[src/rtl/accumulator_sequencer_pkg.sv]
// rtl/accumulator_sequencer_pkg.sv - shared sizing helpers and FSM encoding for the accumulator sequencer
package accumulator_sequencer_pkg;

  localparam logic [1:0] ST_IDLE  = 2'd0;
  localparam logic [1:0] ST_RUN   = 2'd1;
  localparam logic [1:0] ST_DRAIN = 2'd2;
  localparam logic [1:0] ST_DONE  = 2'd3;

  // Output feature map edge after a valid (unpadded) convolution.
  function automatic int ifm_size_next(input int ifm_size, input int kernal_size);
    return ifm_size - kernal_size + 1;
  endfunction

  // Channel passes needed when each pass consumes `units` input channels.
  function automatic int num_passes(input int depth, input int units);
    int p;
    p = (depth + units - 1) / units;
    return (p < 1) ? 1 : p;
  endfunction

  // Bit width for a counter/select; never narrower than one bit.
  function automatic int clog2_min1(input int v);
    int r;
    r = $clog2(v);
    return (r < 1) ? 1 : r;
  endfunction

endpackage

[src/rtl/accumulator_sequencer_write_delay.sv]
// rtl/accumulator_sequencer_write_delay.sv - valid+payload delay line matching the Adder latency
module accu_write_delay #(
  parameter int DEPTH = 0,
  parameter int WIDTH = 1
) (
  input  logic             clk,
  input  logic             reset,
  input  logic             in_valid,
  input  logic [WIDTH-1:0] in_data,
  output logic             out_valid,
  output logic [WIDTH-1:0] out_data,
  output logic             pending
);

  generate
    if (DEPTH == 0) begin : g_wire
      // A combinational Adder needs no alignment; clock and reset are intentionally idle here.
      logic unused_clk_reset;
      assign unused_clk_reset = clk ^ reset;
      assign out_valid = in_valid;
      assign out_data  = in_data;
      assign pending   = 1'b0;
    end else begin : g_shift
      logic [DEPTH-1:0] vld;
      logic [WIDTH-1:0] dat [DEPTH];

      // Shift one stage per clock; reset empties the line so no stale write escapes.
      always_ff @(posedge clk or posedge reset) begin
        if (reset) begin
          vld <= '0;
          for (int i = 0; i < DEPTH; i++) dat[i] <= '0;
        end else begin
          vld[0] <= in_valid;
          dat[0] <= in_data;
          for (int i = 1; i < DEPTH; i++) begin
            vld[i] <= vld[i-1];
            dat[i] <= dat[i-1];
          end
        end
      end

      assign out_valid = vld[DEPTH-1];
      assign out_data  = dat[DEPTH-1];

      // Pending means something is still in flight beyond the stage writing this cycle.
      if (DEPTH == 1) begin : g_pend1
        assign pending = 1'b0;
      end else begin : g_pendn
        assign pending = |vld[DEPTH-2:0];
      end
    end
  endgenerate

endmodule

[src/rtl/accumulator_sequencer.sv]
// rtl/accumulator_sequencer.sv - conv-layer accumulator sequencer: pixel/pass/filter stepping and partial-sum addressing
module accumulator_sequencer
  import accumulator_sequencer_pkg::*;
#(
  parameter int IFM_SIZE          = 14,
  parameter int IFM_DEPTH         = 3,
  parameter int KERNAL_SIZE       = 5,
  parameter int NUMBER_OF_FILTERS = 16,
  parameter int NUMBER_OF_UNITS   = 3,
  parameter int ADDER_LATENCY     = 0,
  localparam int IFM_SIZE_NEXT               = ifm_size_next(IFM_SIZE, KERNAL_SIZE),
  localparam int NUM_PIXELS                  = IFM_SIZE_NEXT * IFM_SIZE_NEXT,
  localparam int NUM_PASSES                  = num_passes(IFM_DEPTH, NUMBER_OF_UNITS),
  localparam int ADDRESS_SIZE_NEXT_IFM       = clog2_min1(NUM_PIXELS),
  localparam int NUMBER_OF_BITS_SEL_IFM_NEXT = clog2_min1(NUMBER_OF_FILTERS),
  localparam int PASS_BITS                   = clog2_min1(NUM_PASSES)
) (
  input  logic                                   clk,
  input  logic                                   reset,
  input  logic                                   start,
  input  logic                                   conv_valid,
  output logic                                   busy,
  output logic                                   done,
  output logic                                   accu_enable,
  output logic [NUMBER_OF_BITS_SEL_IFM_NEXT-1:0] filter_sel,
  output logic [PASS_BITS-1:0]                   pass_idx,
  output logic [ADDRESS_SIZE_NEXT_IFM-1:0]       rd_addr,
  output logic                                   wr_en,
  output logic [ADDRESS_SIZE_NEXT_IFM-1:0]       wr_addr,
  output logic [NUMBER_OF_BITS_SEL_IFM_NEXT-1:0] wr_filter,
  output logic                                   wr_final
);

  localparam int AW = ADDRESS_SIZE_NEXT_IFM;
  localparam int SW = NUMBER_OF_BITS_SEL_IFM_NEXT;
  localparam int PW = PASS_BITS;
  localparam int PAYLOAD_W = AW + SW + 1;

  logic [1:0]    state;
  logic [AW-1:0] pix;
  logic [PW-1:0] pass;
  logic [SW-1:0] filt;

  logic accept, last_pix, last_pass, last_filt, pending;
  logic dly_valid, dly_last;
  logic [PAYLOAD_W-1:0] dly_data;

  assign accept    = (state == ST_RUN) && conv_valid;
  assign last_pix  = (pix == AW'(NUM_PIXELS - 1));
  assign last_pass = (pass == PW'(NUM_PASSES - 1));
  assign last_filt = (filt == SW'(NUMBER_OF_FILTERS - 1));

  // Layer-level control: run until the final element is accepted, then drain the Adder pipeline.
  always_ff @(posedge clk or posedge reset) begin
    if (reset) begin
      state <= ST_IDLE;
    end else begin
      case (state)
        ST_IDLE:  if (start) state <= ST_RUN;
        ST_RUN:   if (accept && last_pix && last_pass && last_filt) state <= ST_DRAIN;
        ST_DRAIN: if (!pending) state <= ST_DONE;
        ST_DONE:  state <= ST_IDLE;
        default:  state <= ST_IDLE;
      endcase
    end
  end

  // Nested loop counters: pixel innermost, then channel pass, then filter.
  always_ff @(posedge clk or posedge reset) begin
    if (reset) begin
      pix  <= '0;
      pass <= '0;
      filt <= '0;
    end else if (state == ST_IDLE && start) begin
      pix  <= '0;
      pass <= '0;
      filt <= '0;
    end else if (accept) begin
      if (last_pix) begin
        pix <= '0;
        if (last_pass) begin
          pass <= '0;
          filt <= last_filt ? '0 : filt + SW'(1);
        end else begin
          pass <= pass + PW'(1);
        end
      end else begin
        pix <= pix + AW'(1);
      end
    end
  end

  assign busy        = (state != ST_IDLE);
  assign done        = (state == ST_DONE);
  assign accu_enable = (pass != '0);
  assign rd_addr     = pix;
  assign filter_sel  = filt;
  assign pass_idx    = pass;

  accu_write_delay #(
    .DEPTH (ADDER_LATENCY),
    .WIDTH (PAYLOAD_W)
  ) u_write_delay (
    .clk       (clk),
    .reset     (reset),
    .in_valid  (accept),
    .in_data   ({pix, filt, last_pass}),
    .out_valid (dly_valid),
    .out_data  (dly_data),
    .pending   (pending)
  );

  assign wr_en     = dly_valid;
  assign wr_addr   = dly_data[PAYLOAD_W-1 -: AW];
  assign wr_filter = dly_data[SW:1];
  assign dly_last  = dly_data[0];
  // Gate with valid so an idle single-pass layer never shows a stray final flag.
  assign wr_final  = dly_valid & dly_last;

endmodule

[config.mk]
export PLATFORM = sky130hd
export DESIGN_NAME = accumulator_sequencer
export DESIGN_NICKNAME = d
export VERILOG_FILES = /design/src/rtl/accumulator_sequencer_pkg.sv /design/src/rtl/accumulator_sequencer_write_delay.sv /design/src/rtl/accumulator_sequencer.sv
export SDC_FILE = /design/constraint.sdc
export NUM_CORES = 1
export LEC_CHECK = 0
export CAP_MARGIN = 20
export CORE_UTILIZATION = 35
export CTS_CLUSTER_SIZE = 30
export DETAILED_ROUTE_END_ITERATION = 7
export DONT_BUFFER_PORTS = 1
export RECOVER_POWER = 25
export SLEW_MARGIN = 30
export SYNTH_ARGS = -nofsm -noshare
export SYNTH_HDL_FRONTEND = slang
export SYNTH_SLANG_ARGS = --single-unit
[constraint.sdc]
create_clock -name clk -period 5.37 [get_ports clk]
set_input_delay 0.537 -clock clk [delete_from_list [all_inputs] [get_ports clk]]
set_output_delay 0.537 -clock clk [all_outputs]
set_load 0.01 [all_outputs]
# After elaboration in Yosys (flattened, before gate mapping)
# Index checks and enable logic that the tools add are counted.
# totals
reg_bits	14
inputBits	4
out_inout_bits	28
word_cells	44
# classes
addsub	3
eq_ne	8
muxes	15
n_bitwise	2
reduce_logical	12
# ops
op	n
$mux W7	3
$mux W4	5
$pmux W2 S4	1
$add A7 B1 Y7 const B	1
$eq A7 B7 Y1 const B	1
$reduce_bool A2 Y1	3
$logic_and A1 B1 Y1	5
$add A4 B1 Y4 const B	1
$eq A2 B2 Y1 const B	2
$eq A4 B4 Y1 const B	1
$mux W1	4
$mux W2	2
$ne A2 B1 Y1 const B	2
$reduce_and A2 Y1	2
$reduce_and A3 Y1	1
$eq A2 B1 Y1 const B	1
$logic_not A2 Y1	1
$ne A2 B2 Y1 const B	1
$add A1 B1 Y1 const B	1
$and A1 B1 Y1	1
$not A1 Y1	1

# Longest topological paths before layout
# logic_depth
ltp_word	7
ltp_mapped	7
mapped_depth_nobuf	7

# Hierarchy
# From an unflattened synthesis, not the netlist that was laid out.
# hier_totals
cells_unflattened	100
area_unflattened_um2	930.9
# modules_own_cells
module	n_inst	cells_each	area_per_inst_um2	seq_area_each_um2
accumulator_sequencer	1	85	822.0	325.3
accu_write_delay	1	15	108.9	0.0

# Least setup slack after synthesis
# No wires, ideal clock.
# synth_timing
kind	register to register
from	reg state[1]
to	reg pix[2] (netlist: rd_addr[2])
setup_ns	0.078
arrival_time_ns	1.730
required_time_ns	5.292
slack_ns	3.562
path_stages_with_launch	8
n_path_buf	0
period_less_slack_ns	1.808
path_cell_list	dfrtp_1 inv_1 ha_1 nand2_1 inv_1 nand2_1 or3b_2 a21oi_1
# synth_via
elab_chain_cells	3
elab_cells_between_ends	6
classes_between	eq/ne: 1; mux: 1; reduce/logical: 4
# synth_lines
element	line_no	rtl
start: declaration	accumulator_sequencer.sv:39	logic [1:0] state;
start signal: assignment	accumulator_sequencer.sv:56	state <= ST_IDLE;
start signal: assignment	accumulator_sequencer.sv:59	ST_IDLE: if (start) state <= ST_RUN;
start signal: assignment	accumulator_sequencer.sv:60	ST_RUN: if (accept && last_pix && last_pass && last_filt) state <= ST_DRAIN;
$eq A2 B1 Y1	accumulator_sequencer.sv:48	assign accept = (state == ST_RUN) && conv_valid;
$logic_and A1 B1 Y1	accumulator_sequencer.sv:48	
net wr_en	accumulator_sequencer.sv:28	output logic wr_en,
$reduce_bool A2 Y1 (no line)	--	
end signal: assignment	accumulator_sequencer.sv:88	pix <= pix + AW'(1);
end: declaration	accumulator_sequencer.sv:40	logic [AW-1:0] pix;
# The timed path passes the listed nets, and every way through them passes these cells.
# A chain may end at the register's enable or synchronous reset.

# Worst setup path after layout
# layout_timing
from	reg state[1]
to	out wr_final
# layout_via
elab_chain_cells	3
# layout_lines
element	line_no	rtl
$eq A2 B1 Y1	accumulator_sequencer.sv:48	
$logic_and A1 B1 Y1	accumulator_sequencer.sv:48	
net wr_en	accumulator_sequencer.sv:28	
$and A1 B1 Y1	accumulator_sequencer.sv:118	assign wr_final = dly_valid & dly_last;
end: declaration	accumulator_sequencer.sv:31	output logic wr_final
# The timed path passes the listed nets, and every way through them passes these cells.

==> results.toml <==
[placed_design]
hpwl_um = 1251
gp_congestion = 0.8628
io_buffers = 0

[critical_path]
cp.required_ns = 4.83
critical-path-slowest-cell = "dfrtp_1"
worstPathCellList = "inv_1 > ha_1 > nand2_1 > inv_1"
regToRegEndpoint = "rd_addr[2]$_DFFE_PP0P_"
ff2ff_path_depth = 7
worst-setup-path-type = "reg2out"
critPathCaptureType = "output pin"
cp_common_cell = "inv_1"
crit_family = "buffers and inverters"
cp.arrival_ns = 1.59
crit_fanout = 8
startpoint_type = "register"
slowest_delay_ns = 0.42
rrSetupSlack_ns = 3.30
crit_buf_inv = 2
reg2reg_from = "state[1]$_DFFE_PP0P_"

[clock_tree]
post_cts_buffers = 0
ctsHoldBuffers = 0
numCtsBuffers = 3
htreeDepth = 1
cts_root_buf = "clkbuf_4"
clockBufferDepth = 2
clock_sinks = 13
clk_pin_slew_ns = 0.09
clk_latency_ns = 0.28
cts_tree = "done"
post_cts_resized = 0

[yosys]
synth_warnings = 0
ys.flop_type = "dfrtp_1"
synth_area_leaders = "dfrtp_1 (37%), buf_4 (12%), ha_1 (9.8%)"
ys_ff_latch = 13
synth_most_common_cell = "buf_4"
ys_top_cells_by_count = "buf_4 (14), dfrtp_1 (13), nand2_1 (12)"
synth.yosys.seq_area_share = 0.3652
netlist_area_um2 = 890.9
synth_top_area_cell = "dfrtp_1"
async_flop_share = 1.000
syn-instance-count = 96
synth_edf_count = 0
synth_cell_type_count = 27
synth.avg_cell_area_um2 = 9.280
synth_top_area_share = 0.3652

[power_and_ir_drop]
p_per_area_mw_per_mm2 = 317.4
pwr-share-clk = 0.236
power.leakage_nw = 0.3915
pwr-share-comb = 0.144
power_switching_w = 0.0001086
switching_share = 0.4042
p_int_w = 0.0001602
max-vdd-ir-drop_mv = 0.1260
sequentialPowerShare = 0.621

[route]
postRouteAntennaNets = 0
wire_per_inst_um = 14.46
drcViolationCount = 0
drtIter0Drc = 12
viasPerCell = 5.474
totalWireLength_um = 1648
drtPass1Iterations = 4
vias = 624

[grt]
grt_pass1_wl_um = 2608
first_global_vias = 552
grt.overflow.total = 0
grt.total_usage = 0.1353
antenna_found_initial = 0
grt_max_degree = 14

[floorplanning]
start_util = 0.3878
placementRows = 17
die_h_um = 52.45
io_pins = 32
die_x_um = 52.45
coreArea_mm2 = 0.002297
die_area_mm2 = 0.002751

[final_layout]
n_antenna_cell = 0
area_delta_synth_final_pct = -4.916
nets = 98
final_core_util = 0.3687
drive_gt1_frac = 0.1279

[timing]
slew_violations = 0
relSlewSlack = 0.6633
finalHoldViolCount = 0
setup_viol = 0
skew_ns = 0.007473
tns_ns = 0
min_period_ns = 2.124
tightestPinTransition_ns = 0.5045
finalCritPeriodShare = 0.3956
max_freq_mhz = 470.7
rsz0062_at_grt = "no"

[outcome]
status = "finished clean"

[worst_hold_path]
hold_path_class = "in2async"

[flow_run]
maxCapViolCount = 0
==> power groups by stage <==
stage	clock, W	sequential (W)	combinational [W]
after floorplan	0	0.000150	0.0000690
after global placement	0	0.000169	0.0000373
after detailed placement	0	0.000170	0.0000388
after CTS	0.0000637	0.000167	0.0000392
after global routing	0.0000705	0.000174	0.0000456
final	0.0000633	0.000167	0.0000387
==> stage by stage <==
step / hold WS [ns] / power (W) / instances / setup WS (ns) / area [um^2]
after detailed placement: 0.4963 / 0.0002083 / 110 / 3.318 / 820.8
final: 0.1592 / 0.0002688 / 114 / 3.246 / 847.1
after global placement: 0.4886 / 0.0002062 / 110 / 3.408 / 820.8
after CTS: 0.1912 / 0.0002703 / 114 / 3.245 / 847.1
after floorplan: 0.4140 / 0.0002195 / 97 / 3.562 / 894.6
after global routing: 0.2053 / 0.0002899 / 114 / 3.089 / 847.1
==> kinds of logic after synthesis <==
group | Yosys count | share of synthesized area
and+or+nand+nor | 33 | 0.1938
buffers and inverters | 21 | 0.1475
AOI/OAI and AO/OA | 14 | 0.1109
DFF | 13 | 0.3652
adders and majority gates | 7 | 0.09831
muxes | 4 | 0.05056
xor gates and xnor gates | 3 | 0.02950
other | 1 | 0.004209
==> area by class of cell <==
class,count,area (um^2)
Clock buffer,4,26.28
Fill cell,235,1450
Inverter,6,22.52
Multi-Input combinational cell,63,437.9
Sequential cell,13,325.3
Tap cell,28,35.03
==> layout by cell type, fill, tap and decap left out <==
cell type  netlist  routed
o21ai_0          3       3
nand4_1          3       3
xor2_1           2       2
nand2_1         12      12
xnor2_1          1       1
o31ai_4          1       1
a31oi_1          4       4
clkbuf_1         0       1
o21ai_2          1       1
or2_2            1       1
conb_1           1       2
nor3_1           3       3
or3b_2           1       1
mux2i_1          3       3
mux2_4           1       1
a31o_2           1       1
and2_1           1       1
nor2_1           7       7
dfrtp_1         13      13
nor3_4           1       1
a21oi_1          4       4
or4b_4           1       1
inv_1            6       6
ha_1             7       7
nand3_1          2       2
nor4_1           1       1
clkbuf_4         0       3
==> sequential cells by signal (all words and copies together), names as in the netlist <==
signal and count:
rd_addr 7, state 2, filter_sel 4
==> routing by layer <==
metal,up-vias,track usage,routed length [um]
li1,290,-,-
met1,306,0.1590,700
met2,26,0.2152,842
met3,2,0.04058,85
met4,0,0.07895,20
met5,-,0,0
==> worst max-delay path by stage <==
stage,startpoint,to,slack (ns),cells after the start
floorplan,state[1]$_DFFE_PP0P_,rd_addr[2]$_DFFE_PP0P_,3.56,7
global placement,state[1]$_DFFE_PP0P_,rd_addr[2]$_DFFE_PP0P_,3.41,7
detailed placement,state[1]$_DFFE_PP0P_,rd_addr[2]$_DFFE_PP0P_,3.32,7
CTS,state[1]$_DFFE_PP0P_,wr_final,3.24,4
global route,state[1]$_DFFE_PP0P_,rd_addr[2]$_DFFE_PP0P_,3.09,7
finish,state[1]$_DFFE_PP0P_,wr_final,3.25,4
(Power assumes the default switching activity.)
